==> src/rtl/i2s_adc_rx_if.sv <==
// ---------------------------------------------------------------------------
// i2s_adc_rx_if
// Frame stream from the I2S ADC receiver to its consumer.
//   frame_data  [2*DATA_WIDTH-1:0]  {left, right} head frame, two's complement
//   frame_valid                     producer has a frame at the head
//   frame_ready                     consumer can take the head frame
//
// Handshake: a frame transfers on every rising clk edge where frame_valid and
// frame_ready are both high. frame_data is stable while frame_valid is high
// and no transfer has happened. frame_valid never waits on frame_ready.
// The consumer may hold frame_ready high permanently.
// ---------------------------------------------------------------------------
interface i2s_adc_rx_if #(
  parameter int DATA_WIDTH = 16
);
  logic [2*DATA_WIDTH-1:0] frame_data;
  logic                    frame_valid;
  logic                    frame_ready;

  modport master (
    output frame_data,
    output frame_valid,
    input  frame_ready
  );

  modport slave (
    input  frame_data,
    input  frame_valid,
    output frame_ready
  );
endinterface

==> src/rtl/i2s_adc_rx.sv <==
// ---------------------------------------------------------------------------
// i2s_adc_rx
// Capture-side receiver for the WM8731 ADC serial stream. The codec's BCLK,
// ADCLRCK and ADCDAT pins are oversampled in the system clock, stereo words
// are framed by an LRCK-driven FSM, and complete frames are queued in a small
// show-ahead FIFO. A peak-level tracker follows every accepted frame.
//
// Ports
//   clk, reset     system clock, synchronous active-high reset
//   enable         capture enable; low holds the framer in SYNC
//   adc_bclk       codec bit clock (asynchronous)
//   adc_lrck       codec ADC LR clock (low = left, high = right)
//   adc_dat        codec serial data, MSB first, I2S one-bit delay
//   frame_if       frame stream (master): frame_data / frame_valid / frame_ready
//   overflow       sticky: a complete frame was dropped because the FIFO was full
//   frame_err      sticky: an LRCK transition arrived before DATA_WIDTH bits
//   peak           running max of the top 8 bits of |sample| over pushed words
//   peak_clr       clears peak on the next edge (wins over a same-cycle push)
//   o_dbg_state    current framer state (0 SYNC, 1 LEFT, 2 RIGHT)
// ---------------------------------------------------------------------------
module i2s_adc_rx #(
  parameter int DATA_WIDTH = 16,
  parameter int FIFO_DEPTH = 4
) (
  input  logic                clk,
  input  logic                reset,
  input  logic                enable,
  input  logic                adc_bclk,
  input  logic                adc_lrck,
  input  logic                adc_dat,
  i2s_adc_rx_if.master        frame_if,
  output logic                overflow,
  output logic                frame_err,
  output logic [7:0]          peak,
  input  logic                peak_clr,
  output logic [1:0]          o_dbg_state
);

  localparam int CW = $clog2(DATA_WIDTH + 2);
  localparam int AW = $clog2(FIFO_DEPTH);
  localparam logic [CW-1:0] CNT_DW  = CW'(DATA_WIDTH);
  localparam logic [CW-1:0] CNT_MAX = CW'(DATA_WIDTH + 1);
  localparam logic [AW-1:0] PTR_ONE = AW'(1);
  localparam logic [AW:0]   CNT_ONE = (AW+1)'(1);
  localparam logic [AW:0]   FIFO_FULL = (AW+1)'(FIFO_DEPTH);

  typedef enum logic [1:0] {
    ST_SYNC  = 2'd0,
    ST_LEFT  = 2'd1,
    ST_RIGHT = 2'd2
  } state_t;

  // ---------------- synchronizers and bit strobe ----------------
  logic r_bclk_m, r_bclk_s, r_bclk_d;
  logic r_lrck_m, r_lrck_s;
  logic r_dat_m,  r_dat_s;

  always_ff @(posedge clk) begin
    if (reset) begin
      r_bclk_m <= 1'b0; r_bclk_s <= 1'b0; r_bclk_d <= 1'b0;
      r_lrck_m <= 1'b0; r_lrck_s <= 1'b0;
      r_dat_m  <= 1'b0; r_dat_s  <= 1'b0;
    end else begin
      r_bclk_m <= adc_bclk; r_bclk_s <= r_bclk_m; r_bclk_d <= r_bclk_s;
      r_lrck_m <= adc_lrck; r_lrck_s <= r_lrck_m;
      r_dat_m  <= adc_dat;  r_dat_s  <= r_dat_m;
    end
  end

  // LRCK and DAT go through the same two stages as BCLK, so at the strobe
  // they show the pin values present at the BCLK rise.
  logic w_bit_stb, w_edge, w_fall, w_rise, w_cnt_full;
  logic r_lr_prev;
  logic [CW-1:0] r_cnt;

  assign w_bit_stb  = r_bclk_s & ~r_bclk_d;
  assign w_edge     = w_bit_stb && (r_lrck_s != r_lr_prev);
  assign w_fall     = w_edge && !r_lrck_s;
  assign w_rise     = w_edge &&  r_lrck_s;
  assign w_cnt_full = (r_cnt >= CNT_DW);

  // ---------------- framer ----------------
  state_t                  r_state;
  logic [DATA_WIDTH-1:0]   r_shift;
  logic [DATA_WIDTH-1:0]   r_left_hold;
  logic                    r_frame_err;

  // The closing 1->0 edge of a good right slot is the push; the FIFO takes it
  // on the same clk edge the FSM leaves RIGHT.
  logic                    w_push;
  logic [2*DATA_WIDTH-1:0] w_push_data;
  assign w_push      = enable && (r_state == ST_RIGHT) && w_fall && w_cnt_full;
  assign w_push_data = {r_left_hold, r_shift};

  always_ff @(posedge clk) begin
    if (reset) begin
      r_state     <= ST_SYNC;
      r_cnt       <= '0;
      r_lr_prev   <= 1'b1;
      r_shift     <= '0;
      r_left_hold <= '0;
      r_frame_err <= 1'b0;
    end else begin
      // The transition strobe carries the I2S delay bit, so it only zeroes
      // the counter; data bits 1..DATA_WIDTH follow, anything later is padding.
      if (w_bit_stb) begin
        r_lr_prev <= r_lrck_s;
        if (w_edge) begin
          r_cnt <= '0;
        end else if (r_cnt != CNT_MAX) begin
          r_cnt <= r_cnt + 1'b1;
          if (r_cnt < CNT_DW) r_shift <= {r_shift[DATA_WIDTH-2:0], r_dat_s};
        end
      end

      if (!enable) begin
        r_state <= ST_SYNC;
      end else if (w_edge) begin
        case (r_state)
          ST_SYNC: if (w_fall) r_state <= ST_LEFT;
          ST_LEFT: begin
            if (w_rise) begin
              if (w_cnt_full) begin
                r_left_hold <= r_shift;
                r_state     <= ST_RIGHT;
              end else begin
                r_frame_err <= 1'b1;
                r_state     <= ST_SYNC;
              end
            end
          end
          ST_RIGHT: begin
            if (w_fall) begin
              if (w_cnt_full) begin
                r_state <= ST_LEFT;
              end else begin
                r_frame_err <= 1'b1;
                r_state     <= ST_SYNC;
              end
            end
          end
          default: r_state <= ST_SYNC;
        endcase
      end
    end
  end

  // ---------------- frame FIFO ----------------
  logic [2*DATA_WIDTH-1:0] r_mem [FIFO_DEPTH];
  logic [AW-1:0]           r_wr_ptr, r_rd_ptr;
  logic [AW:0]             r_count;
  logic                    r_overflow;
  logic [7:0]              r_peak;
  logic                    w_pop, w_full, w_wr;

  assign w_full = (r_count == FIFO_FULL);
  assign w_pop  = (r_count != '0) && frame_if.frame_ready;
  // A push into a full FIFO still fits when the head leaves in the same cycle.
  assign w_wr   = w_push && (!w_full || w_pop);

  // Saturating magnitude: the most negative word maps to the largest positive.
  function automatic logic [7:0] top_abs(input logic [DATA_WIDTH-1:0] w);
    logic [DATA_WIDTH-1:0] a;
    if (w == {1'b1, {(DATA_WIDTH-1){1'b0}}})
      a = {1'b0, {(DATA_WIDTH-1){1'b1}}};
    else if (w[DATA_WIDTH-1])
      a = -w;
    else
      a = w;
    return a[DATA_WIDTH-1 -: 8];
  endfunction

  logic [7:0] w_abs_l, w_abs_r, w_peak_next;
  always_comb begin
    w_abs_l     = top_abs(r_left_hold);
    w_abs_r     = top_abs(r_shift);
    w_peak_next = r_peak;
    if (w_abs_l > w_peak_next) w_peak_next = w_abs_l;
    if (w_abs_r > w_peak_next) w_peak_next = w_abs_r;
  end

  always_ff @(posedge clk) begin
    if (reset) begin
      for (int i = 0; i < FIFO_DEPTH; i++) r_mem[i] <= '0;
      r_wr_ptr   <= '0;
      r_rd_ptr   <= '0;
      r_count    <= '0;
      r_overflow <= 1'b0;
      r_peak     <= 8'h00;
    end else begin
      if (w_wr) begin
        r_mem[r_wr_ptr] <= w_push_data;
        r_wr_ptr        <= r_wr_ptr + PTR_ONE;
      end
      if (w_pop) r_rd_ptr <= r_rd_ptr + PTR_ONE;
      case ({w_wr, w_pop})
        2'b10:   r_count <= r_count + CNT_ONE;
        2'b01:   r_count <= r_count - CNT_ONE;
        default: r_count <= r_count;
      endcase
      if (w_push && !w_wr) r_overflow <= 1'b1;
      if (peak_clr)  r_peak <= 8'h00;
      else if (w_wr) r_peak <= w_peak_next;
    end
  end

  assign frame_if.frame_data  = r_mem[r_rd_ptr];
  assign frame_if.frame_valid = (r_count != '0);
  assign overflow             = r_overflow;
  assign frame_err            = r_frame_err;
  assign peak                 = r_peak;
  assign o_dbg_state          = r_state;

endmodule

==> src/flat_wrapper.sv <==
// flat-port wrapper written by rule: the top's interface ports become plain ports
module i2s_adc_rx_flat 
#(
  parameter int DATA_WIDTH = 16,
  parameter int FIFO_DEPTH = 4
)
  (clk, reset, enable, adc_bclk, adc_lrck, adc_dat, overflow, frame_err, peak, peak_clr, o_dbg_state, frame_if_frame_data, frame_if_frame_valid, frame_if_frame_ready);
  i2s_adc_rx_if #(.DATA_WIDTH(DATA_WIDTH)) frame_if_i ();
  input  logic clk;
  input  logic reset;
  input  logic enable;
  input  logic adc_bclk;
  input  logic adc_lrck;
  input  logic adc_dat;
  output logic overflow;
  output logic frame_err;
  output logic [7:0] peak;
  input  logic peak_clr;
  output logic [1:0] o_dbg_state;
  output wire logic [$bits(frame_if_i.frame_data)-1:0] frame_if_frame_data;
  output wire logic [$bits(frame_if_i.frame_valid)-1:0] frame_if_frame_valid;
  input wire logic [$bits(frame_if_i.frame_ready)-1:0] frame_if_frame_ready;
  assign frame_if_frame_data = frame_if_i.frame_data;
  assign frame_if_frame_valid = frame_if_i.frame_valid;
  assign frame_if_i.frame_ready = frame_if_frame_ready;
  i2s_adc_rx #(.DATA_WIDTH(DATA_WIDTH), .FIFO_DEPTH(FIFO_DEPTH)) u_core (.clk(clk), .reset(reset), .enable(enable), .adc_bclk(adc_bclk), .adc_lrck(adc_lrck), .adc_dat(adc_dat), .frame_if(frame_if_i), .overflow(overflow), .frame_err(frame_err), .peak(peak), .peak_clr(peak_clr), .o_dbg_state(o_dbg_state));
endmodule
==> config.mk <==
export PLATFORM = sky130hd
export DESIGN_NAME = i2s_adc_rx_flat
export DESIGN_NICKNAME = d
export VERILOG_FILES = /design/src/rtl/i2s_adc_rx_if.sv /design/src/rtl/i2s_adc_rx.sv /design/src/flat_wrapper.sv
export SDC_FILE = /design/constraint.sdc
export NUM_CORES = 1
export LEC_CHECK = 0
export CORE_MARGIN = 2
export CORE_UTILIZATION = 50
export CTS_CLUSTER_SIZE = 40
export DETAILED_ROUTE_END_ITERATION = 6
export PLACE_DENSITY_LB_ADDON = 0.1
export SYNTH_ARGS = -nofsm -noshare
export SYNTH_HDL_FRONTEND = slang
export SYNTH_SLANG_ARGS = --single-unit
==> constraint.sdc <==
create_clock -name clk -period 4.1 [get_ports clk]
set_input_delay 1.025 -clock clk [delete_from_list [all_inputs] [get_ports clk]]
set_output_delay 1.025 -clock clk [all_outputs]
set_load 0.01 [all_outputs]
# Yosys cells after proc, flatten, opt, wreduce, memory -nomap -nowiden
# Memories as Yosys holds them, arrays and structs flattened. A register that Yosys moved wholly into a read port is not among the register bits.
# Index checks and enable logic that the tools add are counted.
[totals]
rom_bits = 0
latchBits = 0
elab_cells = 101
register_bits = 64
mem_count = 1
output_inout_bits = 45
ram_bits = 128
[classes]
n_shift = 0
add_sub_neg = 7
n_lt_le_gt_ge = 4
reduce_logical = 26
mul = 0
div = 0
bitwise_logic = 4
eq_ne = 12
mux = 29
[memory_table]
columns = ["memory", "depth", "width", "read_ports", "rd_clocked_by_memory_dff", "wr", "line_no", "rtl"]
rows = [
  ["u_core.r_mem", 4, 32, 1, 1, 4, "i2s_adc_rx.sv:149", "logic [2*DATA_WIDTH-1:0] r_mem [FIFO_DEPTH];"],
]
[op_table]
columns = ["cell", "count"]
rows = [
  ["$mux W16", 4],
  ["$eq A16 B16 Y1 const B", 2],
  ["$mux W32", 1],
  ["$neg A16 Y16", 2],
  ["$reduce_or A32 Y1", 1],
  ["$gt A8 B8 Y1", 2],
  ["$mux W8", 2],
  ["$mux W2", 7],
  ["$mux W1", 10],
  ["$mux W5", 2],
  ["$reduce_and A5 Y1", 2],
  ["$logic_and A1 B1 Y1", 9],
  ["$reduce_and A4 Y1", 2],
  ["$ne A2 B1 Y1 const B", 3],
  ["$pmux W2 S3", 1],
  ["$pmux W3 S2", 1],
  ["$reduce_bool A2 Y1", 3],
  ["$add A5 B1 Y5 const B", 1],
  ["$ge A5 B5 Y1 const B", 1],
  ["$lt A5 B5 Y1 const B", 1],
  ["$ne A5 B5 Y1 const B", 1],
  ["$add A2 B1 Y2 const B", 2],
  ["$eq A2 B1 Y1 const B", 2],
  ["$eq A2 B2 Y1 const B", 2],
  ["other kinds (13)", 18],
]

# Longest topological paths before layout
# Gate-level depths: netlist of run 1.
[depth]
depth_word = 12
mapped_depth = 22

# Least setup slack after synthesis of run 1
# No wires, ideal clock.
[synth_path]
kind = "reg-to-reg"
start = "register u_core.r_left_hold[0]"
end = "register u_core.r_peak[3] (netlist: u_core.peak[3])"
arrival_ps = 4445
synth_period_minus_slack_ps = 4567
t_required_ps = 3978
path_slack_ps = -467
path_stages_with_launch = 20
setup_ps = 122
cell_sequence = "dfxtp_1 > or3_1 > or4_1 > a221oi_1 > a31oi_1 > ha_1 > nor2b_1 > o211ai_1 > nor4bb_1 > nor2_1 > clkbuf_1 > nor2_1 > a21oi_1 > ha_1 > nor2b_1 > o211ai_1 > a21oi_1 > o31ai_4 > nor2_1 > a221o_1"
[synth_between]
elab_chain_cells = 7
[synth_rtl]
columns = ["item", "line_no", "rtl"]
rows = [
  ["from (decl)", "i2s_adc_rx.sv:85", "logic [DATA_WIDTH-1:0] r_left_hold;"],
  ["from (signal assigned)", "i2s_adc_rx.sv:124", "r_left_hold <= r_shift;"],
  ["$neg A16 Y16", "i2s_adc_rx.sv:167", "a = -w;"],
  ["$mux W16", "i2s_adc_rx.sv:166", "else if (w[DATA_WIDTH-1])"],
  ["$mux W16 *", "i2s_adc_rx.sv:164", "if (w == {1'b1, {(DATA_WIDTH-1){1'b0}}})"],
  ["$gt A8 B8 Y1", "i2s_adc_rx.sv:178", "if (w_abs_l > w_peak_next) w_peak_next = w_abs_l;"],
  ["$mux W8 *", "i2s_adc_rx.sv:178", ""],
  ["$gt A8 B8 Y1", "i2s_adc_rx.sv:179", "if (w_abs_r > w_peak_next) w_peak_next = w_abs_r;"],
  ["$mux W8 *", "i2s_adc_rx.sv:179", ""],
  ["to (signal assigned)", "i2s_adc_rx.sv:203", "else if (w_wr) r_peak <= w_peak_next;"],
  ["to (decl)", "i2s_adc_rx.sv:153", "logic [7:0] r_peak;"],
]
# Mark *: on every way between the ends. The rest lies on a longest branch, timed or not.
# A chain may end at the register's enable or synchronous reset.

# Final worst setup path of run 1
[layout_path]
start = "register u_core.r_left_hold[2]"
end = "register u_core.r_peak[3] (netlist: u_core.peak[3])"
# Same word-level chain as after synthesis.

==> results of run 1 <==
## flip-flops by register name, summed over array words and instances (netlist names), 2 cells and up, named ones only
register and count:
u_core.r_mem 128, u_core.peak 8, u_core.r_count 3, u_core.r_cnt 5, u_core.o_dbg_state 2, u_core.r_wr_ptr 2
u_core.r_left_hold 16, u_core.r_shift 16, u_core.r_rd_ptr 2
## power by group
part,total (µW),internal (µW),switching [µW]
combinational,587,330,257
clock,1590,843,747
sequential,2200,2140,53.2
total,4380,3320,1060
## worst paths after layout
check	end	slack, ns	cells after the start
worst min-delay path	u_core.r_lrck_s	0.44	1
worst min register to register	u_core.r_lrck_s	0.44	1
worst max register to register	u_core.peak[3]	-0.39	19
worst max-delay path	u_core.peak[3]	-0.39	19
## synthesized netlist by cell type (all sizes together) (3+ instances only)
master / n / area share
ha: 19 / 0.027
o211ai: 4 / 0.0034
a211oi: 3 / 0.0025
nand2b: 5 / 0.0035
buf: 11 / 0.0056
and2: 33 / 0.023
a21oi: 56 / 0.032
or2: 4 / 0.0028
edfxtp: 128 / 0.43
a31oi: 3 / 0.0021
nor2: 100 / 0.042
o21bai: 3 / 0.0025
and3: 3 / 0.0021
mux2i: 4 / 0.0059
o31ai: 3 / 0.0041
or4: 7 / 0.0076
o21a: 4 / 0.0034
xnor2: 5 / 0.0049
a22oi: 5 / 0.0042
clkbuf: 38 / 0.016
o21ai: 16 / 0.0090
nand3: 6 / 0.0034
or3: 6 / 0.0042
nor3: 6 / 0.0039
nor2b: 14 / 0.0099
dfxtp: 66 / 0.15
nand2: 118 / 0.050
inv: 46 / 0.019
xor2: 6 / 0.0059
mux4: 32 / 0.081
nor4bb: 3 / 0.0034
nand4: 4 / 0.0028
## per-stage QoR
step	worst slack (ns)	cell area, µm²	total power (µW)	utilization	instances
after global routing	-0.534	10700	4520	0.618	1101
after global placement	-0.188	9930	2820	0.574	1060
final	-0.388	10700	4380	0.618	1101
after CTS	-0.246	10600	4390	0.612	1097
after floorplan	-0.162	8950	2580	-	788
after detailed placement	-0.301	9930	2830	0.574	1060
## timing repair
item | 4_1_cts | 5_1_grt
buffers inserted | 5 | 5
resized for setup | 13 | 14
pin swaps | 3 | 11
endpoints found under the setup margin | 8 | 8
hold buffers | 0 | 0
## logic make-up (layout without fill, tap and decap cells)
kind of cell	Yosys count	in the layout	synth area share
buffers and inverters	96	184	0.0416
XOR/XNOR	11	11	0.0109
AO/OA/AOI/OAI	110	110	0.0769
multiplexers	36	36	0.0872
other	1	2	0.000423
adder cells (fa/ha/maj)	20	20	0.0291
AND/OR/NAND/NOR	319	319	0.172
flip-flops	194	194	0.582
## final cells by class
type | instances | area share
clock buffer | 17 | 0.0398
clock inverter | 15 | 0.0124
inverter | 47 | 0.0165
multi-input combinational | 498 | 0.332
sequential | 194 | 0.483
tap | 225 | 0.0263
timing repair buffer | 105 | 0.0893
## critical path: stages (launching register included)
cell      delay (ns)
dfxtp_1         0.33
or3_4           0.38
or4_4           0.53
a221oi_4        0.30
a31oi_2         0.08
ha_1            0.32
nor2b_4         0.14
o211ai_1        0.19
nor4bb_4        0.31
nor2_4          0.13
nor2_2          0.12
a21oi_2         0.05
ha_1            0.30
nor2b_1         0.14
o211ai_1        0.20
a21oi_2         0.10
o31ai_4         0.25
buf_6           0.15
nor2_4          0.05
a221o_1         0.31
## metal layers
layer	GRT usage	up-vias	share of wire
met1	0.293	3027	0.45
met4	0.0836	0	0.014
li1	-	2903	-
met2	0.383	164	0.50
met5	0	-	0
met3	0.0316	23	0.041
==> impl_metrics.json, run 1 <==
{
  "outcome": "finished with violations",
  "violations": "negative setup slack",
  "clk_latency_ns": 0.43,
  "die_h_um": 137,
  "vdd_ir_drop_max_mv": 0.288,
  "grt_pass1_vias": 6252,
  "multiInputGateArea_um2": 3550,
  "startpoint": "u_core.r_left_hold[2]",
  "rsz0062_at_grt": "yes",
  "drt-total-wl_mm": 20.1,
  "cts_max_path_buffers": 2,
  "path_clk_slew_ns": 0.07,
  "layout.nets": 891,
  "syn_area_um2": 8870,
  "first_pass_iters": 5,
  "seqCellArea_um2": 5170,
  "drive_gt1_frac": 0.188,
  "drt_iter0_markers": 408,
  "synth_seq_area_share": 0.582,
  "setup_tns_ns": -2.55,
  "grt_max_degree": 40,
  "critPathKind": "reg -> reg",
  "tightestPinTransition_ns": 0.908,
  "post_drt_via_cell_ratio": 5.56,
  "ant_nets": 0,
  "power_density_nw_per_um2": 409,
  "gp_congestion": 0.851,
  "skew_ns": 0.00572,
  "cts_sinks": 194,
  "overflow": 0,
  "layout_common_cells": "edfxtp_1, nand2_1, nor2_1",
  "syn2layout_area_growth_pct": 20.5,
  "synthArstFlopShare": 0,
  "place_hpwl_mm": 12.6,
  "dieArea_um2": 18800,
  "r2r-start": "u_core.r_left_hold[2]",
  "die_w_um": 137,
  "start_util": 0.513,
  "route.vias.total": 6117,
  "grt_first_pass_wirelength_mm": 31.9,
  "layout_commonest_cell": "edfxtp_1",
  "antenna_found_initial": 0,
  "synth_area_per_cell_um2": 11.3,
  "route.detailed.drc": 0,
  "start_kind": "flip-flop",
  "finalCritPeriodShare": 1.09,
  "io_buffers": 52,
  "yosys.cell_types.count": 64,
  "hold_violations": 0,
  "cts-buffers-inserted": 17,
  "ys_warn_count": 0,
  "slew_headroom": 0.394,
  "h-tree-depth": 4,
  "power.leakage_uw": 0.00394,
  "io_pins": 53,
  "fin_hold_ws_ns": 0.443,
  "maxCapViolCount": 0,
  "required_ns": 4.42,
  "cts_tree": "yes",
  "synth_ff_type": "edfxtp_1",
  "maxSlewViolCount": 0,
  "period_needed_ns": 4.49,
  "cp_max_fo": 7,
  "grt_use_total": 0.225,
  "root_buffer": "clkbuf_16",
  "holdCritStartpoint": "u_core.r_lrck_m",
  "n_antenna_cell": 0,
  "synth_edf_count": 128,
  "setup_slack_ns": -0.388,
  "fill_cells": 1409,
  "clock.fmax_mhz": 223,
  "crit_path_end_kind": "flip-flop",
  "arrival_ns": 4.81,
  "routedWlPerCell_um": 18.3,
  "hp-class": "reg -> reg",
  "syn_inst": 787,
  "finalSetupViolations": 8,
  "rows": 48,
  "ys_ff_latch": 194,
  "core_area_um2": 17300
}
Note: power is estimated with default switching activity, not from simulation.
==> inputs of run 2 (changes only) <==
--- a/config.mk
+++ b/config.mk
@@ -7,6 +7,7 @@
 export LEC_CHECK = 0
 export CORE_MARGIN = 2
 export CORE_UTILIZATION = 50
+export CTS_BUF_LIST = sky130_fd_sc_hd__clkbuf_2
 export CTS_CLUSTER_SIZE = 40
 export DETAILED_ROUTE_END_ITERATION = 6
 export PLACE_DENSITY_LB_ADDON = 0.1
==> run 2 against run 1 <==
- the run still ends with negative setup slack left
- flip-flop and latch count stayed put
- global-route usage down 0.19 points
- sequential power is essentially flat
- clock skew up 0.019 ns
- maximum frequency about the same
- setup slack about the same
- via count shrank 0.72%
- die area stayed put
- largest cell class unchanged
- largest power group unchanged
==> impl_metrics.json, run 2 (synthesis results as in run 1) <==
{
  "outcome": "finished with violations",
  "violations": "negative setup slack",
  "place_hpwl_mm": 12.6,
  "skew_ns": 0.0252,
  "slew_headroom": 0.384,
  "path_clk_slew_ns": 0.28,
  "critPathKind": "reg -> reg",
  "whs_path_depth": 1,
  "p_sw_uw": 983,
  "top_regs": "u_core.r_mem x128, u_core.r_left_hold x16, u_core.r_shift x16",
  "grt_first_pass_wirelength_mm": 31.5,
  "io_buffers": 52,
  "grt_pass1_vias": 6179,
  "cts_tree": "yes",
  "drive_gt1_frac": 0.193,
  "die_w_um": 137,
  "route.vias.total": 6073,
  "p_comb_frac": 0.160,
  "finalSetupViolations": 8,
  "ant_nets": 0,
  "post-place-ws_ns": -0.301,
  "tightestPinTransition_ns": 0.924,
  "power_density_nw_per_um2": 356,
  "layout_commonest_cell": "edfxtp_1",
  "overflow": 0,
  "drt_iter0_markers": 383,
  "post_drt_via_cell_ratio": 5.51,
  "syn2layout_area_growth_pct": 16.8,
  "first_pass_iters": 5,
  "largest_register_ffs": 128,
  "vdd_ir_drop_max_mv": 0.233,
  "clock.fmax_mhz": 223,
  "grt_use_total": 0.223,
  "maxSlewViolCount": 0,
  "r2r_end": "u_core.peak[3]",
  "hold_violations": 0,
  "drt-total-wl_mm": 20.0,
  "clk_latency_ns": 0.76,
  "dieArea_um2": 18800,
  "cpPeakStageDelay_ns": 0.53,
  "route.detailed.drc": 0,
  "crit_chain": "or3_4, or4_4, a221oi_4, a31oi_2, ha_1, nor2b_1, o211ai_1, nor4bb_4, nor2_4, nor2_2, a21oi_2, ha_1, nor2b_1, o211ai_1, a21oi_2, o31ai_4, buf_6, nor2_4, a221o_1",
  "cp_max_fo": 7,
  "postPlaceCellArea_um2": 9930,
  "layout.nets": 892,
  "power.leakage_uw": 0.00380,
  "routedWlPerCell_um": 18.2,
  "worst_path_max_delay_cell": "or4_4",
  "finalPower_uw": 3690,
  "cts_sinks": 194,
  "root_buffer": "clkbuf_2",
  "seq_power_share": 0.597,
  "start_kind": "flip-flop",
  "switching_share": 0.266,
  "rsz0062_at_grt": "yes",
  "cts_max_path_buffers": 2,
  "maxCapViolCount": 0,
  "worst_r2r_path_depth": 19,
  "startpoint": "u_core.r_left_hold[2]",
  "finalCritPeriodShare": 1.09,
  "fin_hold_ws_ns": 0.467,
  "required_ns": 4.80,
  "min_to": "u_core.r_bclk_s",
  "crit_path_end_kind": "flip-flop",
  "regMostFlops": "u_core.r_mem",
  "holdCritStartpoint": "u_core.r_bclk_m",
  "h-tree-depth": 4,
  "period_needed_ns": 4.49,
  "hp-class": "reg -> reg",
  "core_area_um2": 17300,
  "cts-buffers-inserted": 17,
  "antenna_found_initial": 1,
  "gp_congestion": 0.851,
  "rrSetupSlack_ns": -0.39,
  "setup_slack_ns": -0.388,
  "io_pins": 53,
  "design_area_um2": 10400,
  "start_util": 0.513,
  "r2r-start": "u_core.r_left_hold[2]",
  "p_int_uw": 2710,
  "arrival_ns": 5.19,
  "grt_max_degree": 40,
  "clock_power_share": 0.243,
  "die_h_um": 137,
  "layout_common_cells": "edfxtp_1, nand2_1, nor2_1",
  "setup_tns_ns": -2.57,
  "rows": 48
}
-- run 2: changes by cell type in the layout (fill, tap and decap cells not counted), sizes merged --
| cell | delta |
|---|---|
| buf | +1 |
| diode | +1 |
-- run 2: how the worst max path moves through the flow --
stage / endpoint / slack [ns] / depth (start not counted)
CTS: u_core.peak[3] / -0.27 / 18
global placement: u_core.peak[3] / -0.19 / 18
detailed placement: u_core.peak[3] / -0.30 / 18
global route: u_core.peak[0] / -0.54 / 20
finish: u_core.peak[3] / -0.39 / 19
floorplan: u_core.peak[3] / -0.16 / 19
-- run 2: worst max-delay path: cells and delay by family, from the launching register on --
family / cells / cell delay (ns)
AO/OA/AOI/OAI: 8 / 1.51
adder cells (fa/ha/maj): 2 / 0.60
buffers and inverters: 1 / 0.16
flip-flops: 1 / 0.39
AND/OR/NAND/NOR: 8 / 1.78
-- run 2: through the flow --
stage | std cells | utilization
final | 1103 | 0.599
after floorplan | 788 | -
after CTS | 1096 | 0.592
after global placement | 1060 | 0.574
after global routing | 1103 | 0.599
after detailed placement | 1060 | 0.574
-- run 2: power groups by stage --
stage               logic (µW)  clock network, µW  registers, µW
finish                     590                898           2200
detailed placement         584                  0           2240
global route               640                980           2210
global placement           579                  0           2240
floorplan                  371                  0           2210
CTS                        591                906           2200
-- run 2: final cells by class --
cell class | instances | area, µm²
Sequential cell | 194 | 5170
Tap cell | 225 | 282
Multi-Input combinational cell | 498 | 3540
Clock buffer | 17 | 85.1
Fill cell | 1454 | 6940
Antenna cell | 1 | 2.50
Timing Repair Buffer | 106 | 966
Inverter | 47 | 176
Clock inverter | 15 | 133
-- run 2: routing by layer --
| metal | global-route usage | wire length, µm | vias to the layer above |
|---|---|---|---|
| met5 | 0 | 0 | - |
| li1 | - | - | 2909 |
| met2 | 0.375 | 10000 | 144 |
| met4 | 0.0830 | 282 | 0 |
| met3 | 0.0453 | 918 | 24 |
| met1 | 0.285 | 8820 | 2996 |
-- run 2: timing repair --
action | in CTS | in global routing
gates resized for setup | 15 | 15
pin swaps | 3 | 7
hold buffers | 0 | 0
buffers inserted | 4 | 6
gates cloned | 0 | 0
setup endpoints to repair | 8 | 24
